--- src/rtl/keypad_pkg.sv ---
// rtl/keypad_pkg.sv - keypad key codes, lock FSM state encoding and defaults
package keypad_pkg;

  localparam logic [3:0] KEY_0 = 4'h0;
  localparam logic [3:0] KEY_1 = 4'h1;
  localparam logic [3:0] KEY_2 = 4'h2;
  localparam logic [3:0] KEY_3 = 4'h3;
  localparam logic [3:0] KEY_4 = 4'h4;
  localparam logic [3:0] KEY_5 = 4'h5;
  localparam logic [3:0] KEY_6 = 4'h6;
  localparam logic [3:0] KEY_7 = 4'h7;
  localparam logic [3:0] KEY_8 = 4'h8;
  localparam logic [3:0] KEY_9 = 4'h9;
  localparam logic [3:0] KEY_A = 4'hA;
  localparam logic [3:0] KEY_B = 4'hB;
  localparam logic [3:0] KEY_C = 4'hC;
  localparam logic [3:0] KEY_D = 4'hD;
  localparam logic [3:0] KEY_E = 4'hE;
  localparam logic [3:0] KEY_F = 4'hF;

  localparam logic [3:0] KEY_ENTER = KEY_A;
  localparam logic [3:0] KEY_PROG  = KEY_B;
  localparam logic [3:0] KEY_CLEAR = KEY_C;
  localparam logic [3:0] KEY_BKSP  = KEY_D;
  localparam logic [3:0] KEY_LOCK  = KEY_E;

  // Cycle defaults are held in the 24-bit timer width, so they wrap modulo 2^24
  localparam logic [15:0] DEF_CODE_RESET     = 16'h1234;
  localparam logic [1:0]  DEF_MAX_FAIL       = 2'd3;
  localparam logic [23:0] DEF_LOCKOUT_CYCLES = 24'(50_000_000);
  localparam logic [23:0] DEF_RELOCK_CYCLES  = 24'(250_000_000);

  typedef enum logic [2:0] {
    ST_LOCKED,
    ST_CHECK,
    ST_OPEN,
    ST_PROG,
    ST_LOCKOUT
  } lock_state_e;

  function automatic logic is_digit(input logic [3:0] k);
    return (k <= KEY_9);
  endfunction

endpackage

--- src/rtl/keypad_entry_buf.sv ---
// rtl/keypad_entry_buf.sv - 4-nibble entry shift buffer with push/pop/clear
module keypad_entry_buf (
  input  logic        clk,
  input  logic        reset,
  input  logic        push,
  input  logic        pop,
  input  logic        clear,
  input  logic [3:0]  din,
  output logic [15:0] entry,
  output logic [3:0]  entry_valid,
  output logic        full
);

  // clear wins over push, push over pop; valid bits always fill from bit 0
  always_ff @(posedge clk) begin
    if (reset || clear) begin
      entry       <= 16'h0;
      entry_valid <= 4'h0;
    end else if (push) begin
      entry       <= {entry[11:0], din};
      entry_valid <= {entry_valid[2:0], 1'b1};
    end else if (pop && (entry_valid != 4'h0)) begin
      entry       <= {4'h0, entry[15:4]};
      entry_valid <= {1'b0, entry_valid[3:1]};
    end
  end

  assign full = &entry_valid;

endmodule

--- src/rtl/keypad_lock_ctrl.sv ---
// rtl/keypad_lock_ctrl.sv - passcode lock FSM driving lock, alarm and entry display
module keypad_lock_ctrl
  import keypad_pkg::*;
#(
  parameter logic [15:0] CODE_RESET     = DEF_CODE_RESET,
  parameter logic [1:0]  MAX_FAIL       = DEF_MAX_FAIL,
  parameter logic [23:0] LOCKOUT_CYCLES = DEF_LOCKOUT_CYCLES,
  parameter logic [23:0] RELOCK_CYCLES  = DEF_RELOCK_CYCLES
) (
  input  logic        clk,
  input  logic        reset,
  input  logic        key_strobe,
  input  logic [3:0]  key_code,
  output logic [15:0] entry,
  output logic [3:0]  entry_valid,
  output logic        unlocked,
  output logic        prog_mode,
  output logic        alarm,
  output logic [1:0]  fail_cnt
);

  lock_state_e state, state_n;
  logic [23:0] timer, timer_n;
  logic [15:0] code;
  logic [1:0]  fail_n;
  logic        buf_push, buf_pop, buf_clear, buf_full, code_load;
  logic        relock_hit;

  keypad_entry_buf u_entry_buf (
    .clk         (clk),
    .reset       (reset),
    .push        (buf_push),
    .pop         (buf_pop),
    .clear       (buf_clear),
    .din         (key_code),
    .entry       (entry),
    .entry_valid (entry_valid),
    .full        (buf_full)
  );

  assign relock_hit = (timer == RELOCK_CYCLES - 24'd1);

  always_ff @(posedge clk) begin
    if (reset) begin
      state     <= ST_LOCKED;
      timer     <= 24'h0;
      code      <= CODE_RESET;
      fail_cnt  <= 2'd0;
      unlocked  <= 1'b0;
      prog_mode <= 1'b0;
      alarm     <= 1'b0;
    end else begin
      state     <= state_n;
      timer     <= timer_n;
      fail_cnt  <= fail_n;
      unlocked  <= (state_n == ST_OPEN) || (state_n == ST_PROG);
      prog_mode <= (state_n == ST_PROG);
      alarm     <= (state_n == ST_LOCKOUT);
      if (code_load) code <= entry;
    end
  end

  always_comb begin
    state_n   = state;
    timer_n   = timer + 24'd1;
    fail_n    = fail_cnt;
    buf_push  = 1'b0;
    buf_pop   = 1'b0;
    buf_clear = 1'b0;
    code_load = 1'b0;
    case (state)
      ST_LOCKED: begin
        timer_n = 24'h0;
        if (key_strobe) begin
          if (is_digit(key_code))          buf_push  = 1'b1;
          else if (key_code == KEY_CLEAR)  buf_clear = 1'b1;
          else if (key_code == KEY_BKSP)   buf_pop   = 1'b1;
          else if (key_code == KEY_ENTER) begin
            if (buf_full) state_n = ST_CHECK;
            else          buf_clear = 1'b1;
          end
        end
      end
      ST_CHECK: begin
        buf_clear = 1'b1;
        if (entry == code) begin
          state_n = ST_OPEN;
          fail_n  = 2'd0;
        end else if (fail_cnt + 2'd1 == MAX_FAIL) begin
          state_n = ST_LOCKOUT;
          fail_n  = MAX_FAIL;
        end else begin
          state_n = ST_LOCKED;
          fail_n  = fail_cnt + 2'd1;
        end
      end
      ST_OPEN: begin
        // relock timeout takes priority over a key arriving the same cycle
        if (relock_hit) begin
          state_n = ST_LOCKED;
        end else if (key_strobe) begin
          timer_n = 24'h0;
          if (key_code == KEY_LOCK) state_n = ST_LOCKED;
          else if (key_code == KEY_PROG) begin
            state_n   = ST_PROG;
            buf_clear = 1'b1;
          end
        end
      end
      ST_PROG: begin
        if (relock_hit) begin
          state_n   = ST_LOCKED;
          buf_clear = 1'b1;
        end else if (key_strobe) begin
          timer_n = 24'h0;
          if (is_digit(key_code))          buf_push  = 1'b1;
          else if (key_code == KEY_CLEAR)  buf_clear = 1'b1;
          else if (key_code == KEY_BKSP)   buf_pop   = 1'b1;
          else if (key_code == KEY_ENTER) begin
            buf_clear = 1'b1;
            if (buf_full) begin
              code_load = 1'b1;
              state_n   = ST_OPEN;
            end
          end else if (key_code == KEY_LOCK) begin
            buf_clear = 1'b1;
            state_n   = ST_LOCKED;
          end
        end
      end
      ST_LOCKOUT: begin
        if (timer == LOCKOUT_CYCLES - 24'd1) begin
          state_n = ST_LOCKED;
          fail_n  = 2'd0;
        end
      end
      default: begin
        state_n   = ST_LOCKED;
        buf_clear = 1'b1;
      end
    endcase
    if (state_n != state) timer_n = 24'h0;
  end

endmodule

--- config.mk ---
export PLATFORM = sky130hd
export DESIGN_NAME = keypad_lock_ctrl
export DESIGN_NICKNAME = d
export VERILOG_FILES = /design/src/rtl/keypad_pkg.sv /design/src/rtl/keypad_entry_buf.sv /design/src/rtl/keypad_lock_ctrl.sv
export SDC_FILE = /design/constraint.sdc
export NUM_CORES = 1
export LEC_CHECK = 0
export CAP_MARGIN = 10
export CORE_MARGIN = 2
export CORE_UTILIZATION = 59
export CTS_BUF_LIST = sky130_fd_sc_hd__clkbuf_4
export CTS_CLUSTER_DIAMETER = 150
export CTS_CLUSTER_SIZE = 40
export DETAILED_ROUTE_END_ITERATION = 7
export PLACE_DENSITY = 0.85
export SYNTH_ARGS = -nofsm -noshare
export SYNTH_HDL_FRONTEND = slang
export SYNTH_HIERARCHICAL = 1
export SYNTH_SLANG_ARGS = --single-unit
--- constraint.sdc ---
create_clock -name clk -period 3.2 [get_ports clk]
set_clock_uncertainty 0.2 [all_clocks]
set_input_delay 0.32 -clock clk [delete_from_list [all_inputs] [get_ports clk]]
set_output_delay 0.32 -clock clk [all_outputs]
set_load 0.02 [all_outputs]
# After elaboration in Yosys (flattened, before gate mapping)
# Cells that the tools add are included.
# totals
ff_bits	68
inputBits	7
# op_classes
n_eq_ne	18
reduce_logical	11
order_cmp	1
muxes	69
n_addsub	2
# ops
cell	count
3-bit 2-to-1 mux	21
24-bit == test, second input constant	2
24-bit 2-to-1 mux	2
24-bit one-hot mux with 2 select lines	1
1-bit 2-to-1 mux	33
16-bit 2-to-1 mux	2
24-bit by 1-bit adder with 24-bit output, second input constant	1
4-bit == test, second input constant	5
16-bit == test	1
3-bit one-hot mux with 5 select lines	1
3-bit by 2-bit == test with 1-bit output, second input constant	4
4-bit 2-to-1 mux	2
3-bit == test, second input constant	2
2-bit 2-to-1 mux	3
4-bit less-or-equal comparator, second input constant	1
1-bit one-hot mux with 2 select lines	2
1-bit one-hot mux with 4 select lines	1
2-bit one-hot mux with 2 select lines	1
4-bit AND reduction	1
2-bit nonzero test	2
4-bit nonzero test	1
2-bit OR reduction	2
3-bit by 1-bit == test with 1-bit output, second input constant	1
3-bit zero test	1
other kinds (7)	8

# Depth between registers and ports, before layout
# Gate-level depths: netlist of run 1.
# logic_depth
word_depth	11
depth_mapped	11
depth_no_buf	9

# Modules after synthesis
# The synthesis of run 1 kept the hierarchy.
# by_module_without_submodules
module	area_each_um2	instances	cells_each
keypad_lock_ctrl	2534.9	1	295
keypad_entry_buf	939.7	1	104

# Worst setup path after synthesis of run 1
# No wires, ideal clock.
# synth_path
path_kind	reg-to-reg
startpoint	reg timer[16]
endpoint	reg u_entry_buf.entry[0]
t_arrival_ps	2591
period_less_slack_ps	2887
setup_slack_ps	313
stages_incl_launch_ff	10
required_time_ps	2905
setup_ps	95
path_cell_list	dfxtp_1 and4bb_2 and4bb_2 a21oi_4 a21oi_1 nor3_1 o41a_1 buf_4 a21oi_1 a221oi_1
# synth_via
elab_chain_len	5
elab_cells_between_ends	12
# synth_lines
element	line	source
start, declared	keypad_lock_ctrl.sv:23	logic [23:0] timer, timer_n;
start signal, assigned	keypad_lock_ctrl.sv:54	timer <= timer_n;
24-bit == test	keypad_lock_ctrl.sv:41	assign relock_hit = (timer == RELOCK_CYCLES - 24'd1);
1-bit 2-to-1 mux	keypad_lock_ctrl.sv:111	if (relock_hit) begin
1-bit one-hot mux with 2 select lines	keypad_lock_ctrl.sv:71	case (state)
named net buf_pop	keypad_lock_ctrl.sv:26	logic buf_push, buf_pop, buf_clear, buf_full, code_load;
1-bit logical AND	keypad_entry_buf.sv:22	end else if (pop && (entry_valid != 4'h0)) begin
2-bit nonzero test (no line)	-	
end signal, assigned	keypad_entry_buf.sv:20	entry <= {entry[11:0], din};
end signal, assigned	keypad_entry_buf.sv:23	entry <= {4'h0, entry[15:4]};
end, declared	keypad_entry_buf.sv:9	output logic [15:0] entry,
# The timed path passes the listed nets, and every way through them passes these cells.
# A chain may end at the register's enable or synchronous reset.

# Worst setup path in the final report of run 1
# layout_path
startpoint	reg timer[0]
endpoint	reg u_entry_buf.entry[11]
# layout_via
elab_cells_between_ends	12
# layout_lines
element	line	source
24-bit == test (*)	keypad_lock_ctrl.sv:41	
1-bit 2-to-1 mux (on tied branches)	keypad_lock_ctrl.sv:111, keypad_lock_ctrl.sv:99	
1-bit one-hot mux with 4 select lines (*)	keypad_lock_ctrl.sv:71	
named net buf_clear	keypad_lock_ctrl.sv:26	
1-bit logical OR (*)	keypad_entry_buf.sv:16	if (reset || clear) begin
# The timed path passes the listed nets; every way through them passes the cells marked *.

==> results.toml, run 1 <==
[outcome]
outcome = "finished, final reports clean"

[sta]
fin_crit_sh_pct = 88.2
hold_viol = 0
fin_crit_ps = 2820
worstMarginPinSlew_ps = 866
slew_headroom_pct = 42.1
fmax_mhz = 354
rsz0062_at_grt = "no"
setup-violations-final = 0
tns_ps = 0
slew_violations = 0
finalWorstSetupSlack_ps = 377

[logic_synthesis]
syn_inst = 399
ys_types = 57
async_flop_share_pct = 0
synth_nets = 408
avgSynthCellArea_um2 = 8.71
synthesis.area_um2 = 3470
ys_seq_elements = 68
synth-edff-count = 0
synth_warnings = 6
yosysSeqAreaShare_pct = 39.2
synthFlopType = "dfxtp_1"

[setup_path]
critical_path_required_ps = 3330
worstSetupPathType = "reg2reg"
crit_path_end_kind = "flip-flop"
r2r_setup_slack_ps = 380
cp_max_fo = 20
r2r_end = "u_entry_buf/entry[11]"
worst_ep_arrival_time_ps = 2950
ff2ff_path_depth = 8
r2r_start = "timer[0]"
start_kind = "flip-flop"

[placed_design]
dp_cells = 487
placed_area_um2 = 3820
dp_hpwl_mm = 5.39
port_buffers = 31
gp_congestion = 0.822
place_ws_ps = 397

[clocking]
post-cts-setup-buffers = 0
cts_root_buffer = "clkbuf_4"
cts_resized = 0
cts.sinks = 68
cts_tree = "done"
cts.clk_slew.worst_paths_ps = 110
cts_max_level = 3
cts_buffer_depth = 2
cts_inserted_buffers = 9
clock_latency_ps = 430
postCtsHoldBufs = 0

[layout]
final_cell_area_um2 = 3980
finalNetCount = 435
final_common_cell = "dfxtp_1"
antennaDiodeCount = 0
fillerInstances = 435
final_cells = 503
final_cell_mix = "dfxtp_1 (68), nor2_1 (52), clkdlybuf4s50_1 (31), nand2_1 (30), xor2_1 (27)"
drive_above_1_share_pct = 11.1
areaGrowthSynthToFinish_pct = 14.5

[detailed_routing]
vias = 2988
drt-initial-drc-count = 262
drc_errors = 0
wl_mm = 7.76
firstDrtPassIters = 6
ant_nets = 0
wl_per_cell_um = 15.4
vias_per_cell = 5.94

[global_route]
grt_pass1_wl_mm = 13.0
grt_usage_pct = 25.7
antenna_found_initial = 0
first_global_vias = 2745
grt_max_degree = 38
gr-total-overflow = 0

[worst_hold_path]
min_from = "timer[0]"
min_path_cells = 1
whs_endpoint = "timer[0]"
holdCritPathClass = "reg2reg"

[floorplan]
ios = 32
initial_core_util_pct = 62.0
die_w_um = 80.7
fp.dieH_um = 80.7
die_area_um2 = 6520
core-area_um2 = 5610
rows = 27

[job]
maxCapViolCount = 0

[power_and_ir_drop]
power.total_mw = 1.69
p_sw_mw = 0.437
switching_share_pct = 25.8
intPower_mw = 1.26
ir_worst_vdd_mv = 0.311
leakagePower_nw = 1.37
pwr-share-clk_pct = 38.7
power_frac_seq_pct = 52.7
comb_power_share_pct = 8.6
powerDensity_nw_per_um2 = 425
metrics by stage:
stage	hold slack [ps]	util [%]
2_1_floorplan	226	-
3_3_place_gp	240	68.1
3_5_place_dp	251	68.1
4_1_cts	277	71.0
5_1_grt	307	71.0
6_report	275	71.0
cell usage after synthesis, types with 3 or more instances:
library cell	n	area share, %
dfxtp_1	68	39
o21ai_0	7	1.0
a221oi_2	6	2.6
mux2i_1	7	2.0
nand3_1	9	1.3
nand2_1	30	3.2
xor2_1	27	6.8
nand4_1	9	1.6
a21oi_1	21	3.0
o21ai_1	10	1.4
nor3_1	5	0.72
a221oi_1	6	1.5
clkbuf_1	15	1.6
nand2b_1	13	2.3
buf_4	3	0.65
xnor2_1	11	2.8
buf_6	3	0.97
nand4b_1	12	3.0
nand3b_1	4	0.86
nor2_1	52	5.6
nor3b_1	4	0.86
inv_1	20	2.2
nor4_1	9	1.6
routing by layer:
metal | track usage, % | wire (um) | up-vias | part of all wire [%]
li1 | - | - | 1457 | -
met5 | 0 | 0 | - | 0
met4 | 12.0 | 178 | 0 | 2.3
met2 | 36.2 | 3480 | 107 | 45
met3 | 5.78 | 443 | 16 | 5.7
met1 | 37.1 | 3660 | 1408 | 47
cell families after synthesis:
group,share of synthesized area [%]
simple gates,27.3
compound gates,14.8
flops,39.2
buf+inv,5.69
xor+xnor,9.58
mux,2.66
fa+ha+maj,0.720
critical path: stages (launching register included):
cell and delay (ps):
dfxtp_1 390, ha_1 260, nand3_2 140, nor4_4 440, a21oi_4 100, buf_4 210
a41o_1 240, or2_2 470, a221oi_1 270
state kept, by name, summed over array words and instances (netlist names):
signal and count:
alarm 1, code 16, fail_cnt 2, prog_mode 1, state 3, timer 24, u_entry_buf/entry 16, u_entry_buf/entry_valid 4
unlocked 1
area by class of cell:
type / instances / area (um^2) / share of cell area, %
multi-input cells: 288 / 1920 / 48.3
flip-flops and latches: 68 / 1360 / 34.2
repair buffers: 39 / 370 / 9.31
well taps: 72 / 90.1 / 2.26
clock inverters: 6 / 87.6 / 2.20
clock buffers: 10 / 75.1 / 1.89
inverters: 20 / 75.1 / 1.89
power by group through the flow:
stage	sequential, mW	clock (mW)	combinational (mW)
after floorplan	0.918	0	0.0733
after global placement	0.909	0	0.140
after detailed placement	0.910	0	0.144
after CTS	0.891	0.663	0.145
after global routing	0.895	0.698	0.158
final	0.891	0.655	0.146
worst max-delay path by stage:
stage / start / endpoint
after floorplan: timer[16] / u_entry_buf/entry[0]
after global placement: key_code[1] / u_entry_buf/entry[10]
after detailed placement: timer[0] / u_entry_buf/entry[11]
after CTS: timer[0] / u_entry_buf/entry[11]
after global routing: timer[16] / u_entry_buf/entry[11]
final: timer[0] / u_entry_buf/entry[11]
No activity file was read; power rests on OpenSTA's default activity.
==> run 2, diff against run 1 <==
Settings changed: CORE_UTILIZATION 59 to 57, CTS_BUF_LIST sky130_fd_sc_hd__clkbuf_4 to default, PLACE_DENSITY 0.85 to 0.82, SKIP_LAST_GASP from default to 1.
==> results.toml, run 2 (same netlist as run 1, synthesis figures left out) <==
[setup_path]
worstPathCellList = "and4bb_2 > and4bb_2 > a21oi_4 > a21oi_1 > nor3_1 > o41a_1 > a21oi_1 > a221oi_2"
worst_ep_arrival_time_ps = 2890
start_kind = "flip-flop"
cp_max_fo = 12
slowest_delay_ps = 500
slowest_stage = "o41a_1"
crit_path_end_kind = "flip-flop"
worstSetupPathType = "reg2reg"
critical_path_required_ps = 3270
cp_top_family = "compound AO/OA/AOI/OAI gates"
critPathBufInv = 0

[clocking]
postCtsHoldBufs = 0
cts_root_buffer = "clkbuf_8"
cts.sinks = 68
cts.clk_slew.worst_paths_ps = 80
cts_buffer_depth = 2
clock_latency_ps = 360
cts_resized = 0
post-cts-setup-buffers = 0
cts_inserted_buffers = 9
cts_max_level = 3
cts_tree = "done"

[sta]
tns_ps = 0
hold_viol = 0
fin_crit_ps = 2820
worstMarginPinSlew_ps = 826
slew_headroom_pct = 44.8
whs_ps = 269
fmax_mhz = 354
fin_crit_sh_pct = 88.2
setup-violations-final = 0
slew_violations = 0
rsz0062_at_grt = "no"

[layout]
final_cell_mix = "dfxtp_1 (68), nor2_1 (52), clkdlybuf4s50_1 (31), nand2_1 (30), xor2_1 (27)"
finalNetCount = 435
regMostFlops = "timer"
top_regs = "timer (24), code (16), u_entry_buf/entry (16)"
final_cell_area_um2 = 4020
drive_above_1_share_pct = 11.1
final_common_cell = "dfxtp_1"
antennaDiodeCount = 0
postLayoutCoreUtil_pct = 67.9
fillerInstances = 467
areaGrowthSynthToFinish_pct = 15.8
largest_reg_flops = 24

[floorplan]
fp.dieH_um = 82.1
die_area_um2 = 6740
initial_core_util_pct = 58.7
ios = 32
core-area_um2 = 5920
die_w_um = 82.1
rows = 28

[global_route]
grt_max_degree = 38
gr-total-overflow = 0
first_global_vias = 2724
antenna_found_initial = 0
grt_pass1_wl_mm = 12.9
grt_usage_pct = 25.1

[power_and_ir_drop]
powerDensity_nw_per_um2 = 436
p_sw_mw = 0.448
leakagePower_nw = 1.38
ir_worst_vdd_mv = 0.244
switching_share_pct = 25.5
power_frac_seq_pct = 50.8
pwr-share-clk_pct = 40.9
comb_power_share_pct = 8.3
intPower_mw = 1.31

[detailed_routing]
firstDrtPassIters = 5
wl_per_cell_um = 16.1
ant_nets = 0
wl_mm = 8.13
vias = 3017
vias_per_cell = 5.96
drt-initial-drc-count = 267
drc_errors = 0

[outcome]
outcome = "finished, final reports clean"

[worst_hold_path]
holdCritPathClass = "reg2reg"

[placed_design]
port_buffers = 31
placed_area_um2 = 3820
dp_hpwl_mm = 5.49
gp_congestion = 0.815

[job]
maxCapViolCount = 0
## run 2: changes by cell type in the layout (fill, tap and decap cells not counted), sizes merged
| cell | change |
|---|---|
| inv | -1 |
| clkinvlp | +2 |
| bufinv | -1 |
## run 2: power groups by stage
stage	clock (mW)	sequential, mW	combinational, mW
floorplan	0	0.918	0.0733
global placement	0	0.910	0.140
detailed placement	0	0.911	0.143
CTS	0.721	0.891	0.144
global route	0.760	0.894	0.158
finish	0.718	0.892	0.145
## run 2: area by class of cell
| class | instances | area, um^2 | area share (%) |
|---|---|---|---|
| Clock inverter | 6 | 63.8 | 1.59 |
| Clock buffer | 10 | 138 | 3.42 |
| Timing Repair Buffer | 39 | 370 | 9.21 |
| Tap cell | 75 | 93.8 | 2.33 |
| Sequential cell | 68 | 1360 | 33.8 |
| Multi-Input combinational cell | 288 | 1920 | 47.7 |
| Inverter | 20 | 75.1 | 1.87 |
## run 2: metrics by stage
| step | power, mW | setup slack, ps | cells |
|---|---|---|---|
| after CTS | 1.76 | 428 | 506 |
| after global placement | 1.05 | 468 | 490 |
| after floorplan | 0.992 | 313 | 399 |
| after global routing | 1.81 | 225 | 506 |
| after detailed placement | 1.05 | 376 | 490 |
| final | 1.76 | 378 | 506 |
## run 2: layer usage
metal	GRT usage [%]	part of all wire (%)
met4	11.0	2.1
met1	35.5	47
met5	0	0
met3	5.38	5.2
met2	36.5	45
## run 2: final timing paths
check | slack (ps) | start | depth (start not counted) | endpoint
setup / recovery | 380 | timer[16] | 8 | u_entry_buf/entry[6]
hold / removal | 270 | timer[0] | 1 | timer[0]
setup reg to reg | 380 | timer[16] | 8 | u_entry_buf/entry[6]
hold reg to reg | 270 | timer[0] | 1 | timer[0]
